**src/rtl/tthbif_path_cal.sv**
```systemverilog
// rtl/tthbif_path_cal.sv - delay-path calibration master
// Probes a delay path NUM_TRIALS times and reports a consistent round-trip latency or an error.
module tthbif_path_cal #(
  parameter int MAX_LAT    = 16,
  parameter int NUM_TRIALS = 4,
  localparam int LAT_W     = $clog2(MAX_LAT + 1)
) (
  input  logic             clk_i,
  input  logic             rst_i,
  input  logic             start_i,
  input  logic             echo_i,
  output logic             probe_o,
  output logic             busy_o,
  output logic             done_o,
  output logic [1:0]       status_o,
  output logic [LAT_W-1:0] lat_o
);

  localparam int QC_W = LAT_W + 1;
  localparam int TC_W = LAT_W + 3;
  localparam int TR_W = $clog2(NUM_TRIALS + 1);

  localparam logic [QC_W-1:0]  QUIET_LEN = QC_W'(MAX_LAT + 1);
  localparam logic [TC_W-1:0]  STUCK_LEN = TC_W'(4 * (MAX_LAT + 1));
  localparam logic [LAT_W-1:0] MAX_D     = LAT_W'(MAX_LAT);
  localparam logic [TR_W-1:0]  TRIALS    = TR_W'(NUM_TRIALS);

  localparam logic [2:0] S_IDLE  = 3'd0;
  localparam logic [2:0] S_QUIET = 3'd1;
  localparam logic [2:0] S_PULSE = 3'd2;
  localparam logic [2:0] S_WAIT  = 3'd3;
  localparam logic [2:0] S_DONE  = 3'd4;

  localparam logic [1:0] ST_OK       = 2'd0;
  localparam logic [1:0] ST_TIMEOUT  = 2'd1;
  localparam logic [1:0] ST_MISMATCH = 2'd2;
  localparam logic [1:0] ST_STUCK    = 2'd3;

  logic [2:0]       r_state;
  logic [QC_W-1:0]  r_qcnt;
  logic [TC_W-1:0]  r_tcnt;
  logic [LAT_W-1:0] r_dcnt;
  logic [TR_W-1:0]  r_trial;
  logic [LAT_W-1:0] r_lat;
  logic [1:0]       r_status;
  logic             r_probe;
  logic             r_busy;
  logic             r_done;

  logic [2:0]       w_state_nxt;
  logic [QC_W-1:0]  w_qcnt_nxt;
  logic [TC_W-1:0]  w_tcnt_nxt;
  logic [LAT_W-1:0] w_dcnt_nxt;
  logic [TR_W-1:0]  w_trial_nxt;
  logic [LAT_W-1:0] w_lat_nxt;
  logic [1:0]       w_status_nxt;
  logic             w_trial_done;
  logic [LAT_W-1:0] w_trial_lat;

  always_comb begin
    w_state_nxt  = r_state;
    w_qcnt_nxt   = r_qcnt;
    w_tcnt_nxt   = r_tcnt;
    w_dcnt_nxt   = r_dcnt;
    w_trial_nxt  = r_trial;
    w_lat_nxt    = r_lat;
    w_status_nxt = r_status;
    w_trial_done = 1'b0;
    w_trial_lat  = '0;

    case (r_state)
      S_IDLE: begin
        if (start_i) begin
          w_state_nxt  = S_QUIET;
          w_qcnt_nxt   = '0;
          w_tcnt_nxt   = '0;
          w_trial_nxt  = '0;
          w_lat_nxt    = '0;
          w_status_nxt = ST_OK;
        end
      end

      // A completed flush wins over the stuck limit when both land on the same cycle.
      S_QUIET: begin
        w_qcnt_nxt = echo_i ? '0 : r_qcnt + 1'b1;
        w_tcnt_nxt = r_tcnt + 1'b1;
        if (w_qcnt_nxt == QUIET_LEN) begin
          w_state_nxt = S_PULSE;
        end else if (w_tcnt_nxt == STUCK_LEN) begin
          w_status_nxt = ST_STUCK;
          w_state_nxt  = S_DONE;
        end
      end

      S_PULSE: begin
        w_dcnt_nxt = LAT_W'(1);
        if (echo_i) begin
          w_trial_done = 1'b1;
          w_trial_lat  = '0;
        end else begin
          w_state_nxt = S_WAIT;
        end
      end

      S_WAIT: begin
        if (echo_i) begin
          w_trial_done = 1'b1;
          w_trial_lat  = r_dcnt;
        end else if (r_dcnt == MAX_D) begin
          w_status_nxt = ST_TIMEOUT;
          w_state_nxt  = S_DONE;
        end else begin
          w_dcnt_nxt = r_dcnt + 1'b1;
        end
      end

      S_DONE: w_state_nxt = S_IDLE;

      default: w_state_nxt = S_IDLE;
    endcase

    // The first trial sets the reference; later trials must reproduce it exactly.
    if (w_trial_done) begin
      w_trial_nxt = r_trial + 1'b1;
      if (r_trial == '0) begin
        w_lat_nxt = w_trial_lat;
      end
      if ((r_trial != '0) && (w_trial_lat != r_lat)) begin
        w_status_nxt = ST_MISMATCH;
        w_state_nxt  = S_DONE;
      end else if (w_trial_nxt == TRIALS) begin
        w_status_nxt = ST_OK;
        w_state_nxt  = S_DONE;
      end else begin
        w_state_nxt = S_QUIET;
        w_qcnt_nxt  = '0;
        w_tcnt_nxt  = '0;
      end
    end
  end

  always_ff @(posedge clk_i) begin
    if (rst_i) begin
      r_state  <= S_IDLE;
      r_qcnt   <= '0;
      r_tcnt   <= '0;
      r_dcnt   <= '0;
      r_trial  <= '0;
      r_lat    <= '0;
      r_status <= ST_OK;
      r_probe  <= 1'b0;
      r_busy   <= 1'b0;
      r_done   <= 1'b0;
    end else begin
      r_state  <= w_state_nxt;
      r_qcnt   <= w_qcnt_nxt;
      r_tcnt   <= w_tcnt_nxt;
      r_dcnt   <= w_dcnt_nxt;
      r_trial  <= w_trial_nxt;
      r_lat    <= w_lat_nxt;
      r_status <= w_status_nxt;
      r_probe  <= (w_state_nxt == S_PULSE);
      r_busy   <= (w_state_nxt != S_IDLE);
      r_done   <= (w_state_nxt == S_DONE);
    end
  end

  assign probe_o  = r_probe;
  assign busy_o   = r_busy;
  assign done_o   = r_done;
  assign status_o = r_status;
  assign lat_o    = r_lat;

endmodule

```
**config.mk**
```make
export PLATFORM = sky130hd
export DESIGN_NAME = tthbif_path_cal
export DESIGN_NICKNAME = d
export VERILOG_FILES = /design/src/rtl/tthbif_path_cal.sv
export SDC_FILE = /design/constraint.sdc
export NUM_CORES = 1
export LEC_CHECK = 0
export ABC_AREA = 1
export ABC_CLOCK_PERIOD_IN_PS = 2220
export CAP_MARGIN = 20
export CORE_UTILIZATION = 55
export DETAILED_ROUTE_END_ITERATION = 10
export GPL_ROUTABILITY_DRIVEN = 0
export PLACE_DENSITY = 0.75
export SYNTH_ARGS = -nofsm -noshare
export SYNTH_HDL_FRONTEND = slang
export SYNTH_SLANG_ARGS = --single-unit
```
**constraint.sdc**
```tcl
create_clock -name clk_i -period 2.22 [get_ports clk_i]
set_input_delay 0.222 -clock clk_i [delete_from_list [all_inputs] [get_ports clk_i]]
set_output_delay 0.222 -clock clk_i [all_outputs]
set_load 0.01 [all_outputs]
```
==> results of run 1 <==
[layout by cell type, fill, tap and decap left out, types with 3 or more instances in the layout]
master	n
inv_2	3
nor2_2	7
nor3_1	6
clkbuf_8	6
ha_1	7
buf_4	5
clkdlybuf4s50_1	13
nand3_1	32
a21oi_1	22
nand2_1	81
dfxtp_1	35
nor2_1	30
a21oi_2	4
inv_1	43
nand4_1	4
o21ai_0	7
[flip-flops by register name, indices dropped and copies added (netlist names)]
name,count
busy_o,1
done_o,1
lat_o,5
probe_o,1
r_dcnt,5
r_qcnt,6
r_state,3
r_tcnt,8
r_trial,3
status_o,2
[cell families after synthesis]
group,count (synthesis),share of synthesized area
fa+ha+maj,7,0.04250
buf+inv,53,0.1062
simple gates,172,0.3795
flops,35,0.3400
compound gates,44,0.1317
[cell type report]
type / instances / area (um2)
Clock buffer: 6 / 82.58
Clock inverter: 2 / 35.03
Fill cell: 311 / 1111
Inverter: 46 / 172.7
Multi-Input combinational cell: 223 / 1141
Sequential cell: 35 / 700.7
Tap cell: 46 / 57.56
Timing Repair Buffer: 18 / 167.7
[metal layers]
| metal | global-route usage | vias up | wire, um |
|---|---|---|---|
| li1 | - | 1036 | - |
| met1 | 0.3292 | 840 | 2237 |
| met2 | 0.3965 | 45 | 1917 |
| met3 | 0.07246 | 4 | 243 |
| met4 | 0.07102 | 0 | 32 |
| met5 | 0 | - | 0 |
[Yosys cell counts (2+ instances only)]
master    instances  area (um2)
nor3_1            6       30.03
o21ai_0           7       35.03
a211oi_1          2       15.01
nand3_2           2       20.02
nand3b_1          2       15.01
nand3_1          32       160.2
nand2_1          81       304.0
nor2_1           30       112.6
o21bai_1          2       15.01
a21oi_2           4       35.03
nor2_2            7       43.79
a21oi_1          22       110.1
inv_1            43       161.4
dfxtp_1          35       700.7
inv_2             3       11.26
a22oi_1           2       15.01
or2_2             2       12.51
clkbuf_1          4       15.01
nand2_4           2       22.52
nand4_1           4       25.02
ha_1              7       87.58
o22ai_1           2       12.51
[worst reg2reg max path: stages (launching register included)]
cell,delay (ns)
dfxtp_1,0.41
ha_1,0.27
nand3_1,0.14
o21bai_1,0.19
nand2_1,0.08
nor2_1,0.13
nand2_1,0.09
nand3_1,0.07
nand2_1,0.05
nand2_1,0.10
nand3_1,0.08
nand2_1,0.06
nand2_1,0.04
[worst min path at each step]
stage	start	endpoint	slack, ns	depth (start not counted)
after global placement	r_trial[0]	r_trial[0]	0.48	1
after floorplan	echo_i	r_qcnt[0]	0.44	3
final	r_trial[0]	r_trial[0]	0.49	1
after CTS	r_trial[0]	r_trial[0]	0.50	1
after detailed placement	r_trial[0]	r_trial[0]	0.48	1
after global routing	status_o[0]	status_o[0]	0.52	2
[metrics by stage]
stage | setup slack (ns) | util | hold slack, ns
floorplan | 0.6524 | - | 0.4426
global placement | 0.1812 | 0.6457 | 0.4797
detailed placement | 0.1451 | 0.6457 | 0.4826
CTS | 0.4101 | 0.6797 | 0.4986
global route | 0.1539 | 0.6797 | 0.5193
finish | 0.4049 | 0.6797 | 0.4902
[power groups by stage]
stage	Sequential, mW	Combinational [mW]	Clock (mW)
2_1_floorplan	0.654	0.0578	0
3_3_place_gp	0.655	0.0870	0
3_5_place_dp	0.655	0.0879	0
4_1_cts	0.641	0.0887	0.606
5_1_grt	0.642	0.0981	0.642
6_report	0.641	0.0891	0.592
==> run metrics, run 1 <==
status finished, final reports clean; vias in the first global route 1805; die area 3996 um2; clk sinks 35; nature of the critical path endpoint flip-flop; Critical Path RT 2.41 ns; first-pass GRT wire length 7872 um; 1st-pass router iterations 4; total power 1.322 mW; sw frac 0.2226; largest net degree at the start of global routing 15; yosys warns 0; H-tree depth 2; cells after synthesis 311; Clk Latency, worst-skew pair 0.29 ns; power per cell area 560.9 nW/um2; number of flops mapped to enable cells by yosys 0; setup TNS 0 ns; Core ar. 3468 um2; Post-CTS Setup Inserts 0; number of diodes 0; Worst IR Drop VDD 0.0004263 V; Final Cycle Share 0.8176; post-route cell area 2357 um2; Die X 63.21 um; drt wl/cell 11.78 um; grt ovf 0; crit path time final 1.815 ns; Synth Register Bits 35; Slew @ Worst Pin 0.4515 ns; Port Buffers 13; Max Cap Viol 0; post-synth cell types 32; Max Slew Vio Count 0; proportion of layout cells with a drive suffix above 1 0.1152; CP max-delay cell dfxtp_1; clock slew at reported path FFs 0.07 ns; ANT nets after route 0; Post-Place Cells 368; CTS tree done; sw power 294.3 uW; DR vias 1925; leakage power 0.9701 nW; RSZ-0062 raised after global routing no; worst setup path start r_tcnt[0]; Mapped Avg Cell Area 6.626 um2; combinational share of power 0.067; Synth-to-Final Area Change 14.39%; I/O pin count 14; Main synth FF type dfxtp_1; CP peak stage delay 0.41 ns; Initial Util 0.5942; initial DRC count 124; CTS root buf clkbuf_8; Min-Delay Path Class reg2reg; Reg2Reg Depth 12; final setup fails 0; Seq/Total Area, Yosys 0.3400; Clock Tree Buf Depth 2; Net count, final 340; WS Path Type reg2reg; internal power 1.028 mW; # DRC 0; Final HPWL DP 3219 um; post-route clock skew 0.006793 ns; ys async rst share 0; most repeated library cell on the critical path nand2_1; num rows 21; cell depth of the worst setup path 12; R2R Path End busy_o; worst path cell trace ha_1 > nand3_1 > o21bai_1 > nand2_1 > nor2_1 > nand2_1 > nand3_1 > nand2_1 > nand2_1 > nand3_1 > nand2_1 > nand2_1; synthesized net count 322; FF-to-FF Start r_tcnt[0]; CP Capture Point busy_o; Vias/cell 5.120; r2r setup slk 0.40 ns; post-CTS resize count 0; crit-path max FO 5; WP buf/inv 0; Rel. slew slack 0.6967; dpl cell area 2240 um2; hold_buf cts 0; Die Ht 63.21 um; largest delay contributor family on the critical path simple AND/OR/NAND/NOR gates; GR Util All Layers 0.2504; synthesized area 2061 um2; Clock Power Share 0.448; fmax 550.9 MHz; Flop pwr share 0.485; initial antenna violation count 0; Worst setup SP type flip-flop; CP arrival 2.00 ns; WL final 4431 um; clock buffer count from CTS 5; Fin. Hold Viols 0; Non-Filler Instances 376
(Power assumes the default switching activity.)
==> run 2: changes to the inputs <==
--- a/config.mk
+++ b/config.mk
@@ -6,7 +6,7 @@
 export NUM_CORES = 1
 export LEC_CHECK = 0
 export ABC_AREA = 1
-export ABC_CLOCK_PERIOD_IN_PS = 2220
+export ABC_CLOCK_PERIOD_IN_PS = 1800
 export CAP_MARGIN = 20
 export CORE_UTILIZATION = 55
 export DETAILED_ROUTE_END_ITERATION = 10
==> constraint.sdc (replaced) <==
create_clock -name clk_i -period 1.8 [get_ports clk_i]
set_input_delay 0.18 -clock clk_i [delete_from_list [all_inputs] [get_ports clk_i]]
set_output_delay 0.18 -clock clk_i [all_outputs]
set_load 0.01 [all_outputs]
==> run 2 against run 1 <==
Non-clock buffer count rose by 22. Count of clock-buffer cells in the layout is the same. Clock skew is essentially flat. Final cell count up 5.6%. Die area unchanged. Final area up 9.1%. Via count is 7.1% higher. Hold slack lost 0.14 ns. Sequential share of layout area is 2.0 points lower. Largest cell class unchanged. Highest routed layer unchanged.
==> run metrics, run 2 (same netlist as run 1, synthesis figures left out) <==
Worst IR Drop VDD 0.0005864 V (+38%); clk sinks 35 (unchanged); vias in the first global route 1839 (+1.9%); Non-Filler Instances 397 (+5.6%); Vias/cell 5.194 (+1.5%); 1st-pass router iterations 4 (unchanged); Core ar. 3468 um2 (unchanged); WHS 0.3512 ns (-0.1389 ns); initial DRC count 117 (-5.6%); GR Util All Layers 0.2531 (+0.002671); num rows 21 (unchanged); Final Cycle Share 0.9228 (+0.1051); Initial Util 0.5942 (unchanged); Rel. slew slack 0.7413 (+0.04463); CP arrival 1.83 ns (-0.17 ns); r2r setup slk 0.14 ns (-0.27 ns); clock slew at reported path FFs 0.07 ns (about the same); Max Slew Vio Count 0 (unchanged); Fin. Hold Viols 0 (unchanged); most repeated library cell on the critical path nand2_1; CTS root buf clkbuf_8; Post-Place Cells 385 (+4.6%); Biggest register r_tcnt; Min-Delay Path Class in2reg; CP max-delay cell dfxtp_2; die area 3996 um2 (unchanged); Worst setup SP type flip-flop; worst path cell trace inv_2 > nand2_2 > nor2_4 > clkbuf_2 > nand2_1 > nand2_1 > nand2_1 > nand3_2 > o21ai_4 > nand2_4 > nand2_4 > a21oi_1; total power 1.502 mW (+14%); Final HPWL DP 3509 um (+9.0%); WL final 4771 um (+7.7%); number of diodes 0 (unchanged); I/O pin count 14 (unchanged); Slew @ Worst Pin 0.3851 ns (-0.06643 ns); power per cell area 584.2 nW/um2 (+4.2%); FF-to-FF Start r_state[2]; Clock Tree Buf Depth 2 (unchanged); drt wl/cell 12.02 um (+2.0%); met3 Use GR 0.07246 (unchanged); Die X 63.21 um (unchanged); Die Ht 63.21 um (unchanged); Largest regs r_tcnt x8, r_qcnt x6; WS Path Type reg2reg; H-tree depth 2 (unchanged); Synth-to-Final Area Change 24.77%; DR vias 2062 (+7.1%); post-route clock skew 0.006459 ns (-0.0003332 ns); Net count, final 362 (+6.5%); clock buffer count from CTS 5 (unchanged); Clk Latency, worst-skew pair 0.28 ns (about the same); final setup fails 0 (unchanged); first-pass GRT wire length 8079 um (+2.6%); crit path time final 1.661 ns (-0.1542 ns); crit-path max FO 14 (+9); max reg flops 8 (unchanged); fmax 602.1 MHz (+9.3%); initial antenna violation count 0 (unchanged); Max Cap Viol 0 (unchanged); Critical Path RT 1.97 ns (-0.44 ns); proportion of layout cells with a drive suffix above 1 0.2422 (+0.1270); # DRC 0 (unchanged); CP Capture Point r_qcnt[0]; met1 Use GR 0.3367 (+0.007426); CTS tree done; Port Buffers 13 (unchanged); Reg2Reg Depth 12 (unchanged); nature of the critical path endpoint flip-flop; R2R Path End r_qcnt[0]; most frequent cells in the layout nand2_1, inv_1, nand3_1, dfxtp_1; ANT nets after route 0 (unchanged); RSZ-0062 raised after global routing yes; grt peak-use layer met2; CP peak stage delay 0.36 ns (-0.05 ns); grt ovf 0 (unchanged); leakage power 1.077 nW (+11%); largest net degree at the start of global routing 15 (unchanged); status finished, final reports clean; met2 Usage GRT 0.4140 (+0.01747); worst setup path start r_state[2]; commonest non-fill, non-tap cell in the layout nand2_1
## run 2: changes by cell type in the layout (fill, tap and decap cells not counted), moves of 3 or more
cell,delta
nor2_1,-5
a21oi_2,+3
inv_1,-4
buf_4,+20
inv_2,+4
nor2_2,+4
dfxtp_2,+9
a21oi_1,-3
dfxtp_1,-9
## run 2: cell type report
type                            count  area, um2
Clock buffer                        6      82.58
Timing Repair Buffer               40      336.6
Sequential cell                    35      711.9
Inverter                           46      172.7
Clock inverter                      1      5.005
Fill cell                         291      897.1
Multi-Input combinational cell    223       1205
Tap cell                           46      57.56
## run 2: critical path, delay by kind of cell, from the launching register on
| family | cells | cell delay (ns) |
|---|---|---|
| flip-flops | 1 | 0.36 |
| AND/OR/NAND/NOR | 8 | 0.70 |
| AO/OA/AOI/OAI | 2 | 0.27 |
| buffers and inverters | 2 | 0.19 |
## run 2: repair_timing
item | in CTS | in global routing
endpoints found under the hold margin | 0 | 0
setup endpoints to repair | 0 | 23
gates resized for setup | 0 | 31
buffers inserted | 0 | 5
hold buffers | 0 | 0
## run 2: where the power goes
part / switching (mW) / internal, mW
registers: 0.00778 / 0.783
logic: 0.0814 / 0.0515
clock network: 0.278 / 0.300
## run 2: metal layers
layer  up-vias  share of wire
met5         -              0
met3         6          0.049
li1       1073              -
met2        52           0.46
met1       931           0.48
met4         0         0.0065
## run 2: worst min path at each step
| stage | from | end | slack (ns) | cells after the start |
|---|---|---|---|---|
| 2_1_floorplan | echo_i | r_qcnt[0] | 0.40 | 3 |
| 3_3_place_gp | status_o[0] | status_o[0] | 0.46 | 2 |
| 3_5_place_dp | status_o[0] | status_o[0] | 0.46 | 2 |
| 4_1_cts | status_o[0] | status_o[0] | 0.48 | 2 |
| 5_1_grt | echo_i | lat_o[3] | 0.37 | 5 |
| 6_report | echo_i | lat_o[3] | 0.35 | 5 |
## run 2: metrics by stage
stage          instance area (um2)  setup WS [ns]    util  setup TNS (ns)
2_1_floorplan                 2061         0.2324       -               0
3_3_place_gp                  2367        -0.1312  0.6825          -1.729
3_5_place_dp                  2367        -0.1541  0.6825          -2.006
4_1_cts                       2455        0.04392  0.7078               0
5_1_grt                       2571      -0.007280  0.7413        -0.01353
6_report                      2571         0.1390  0.7413               0
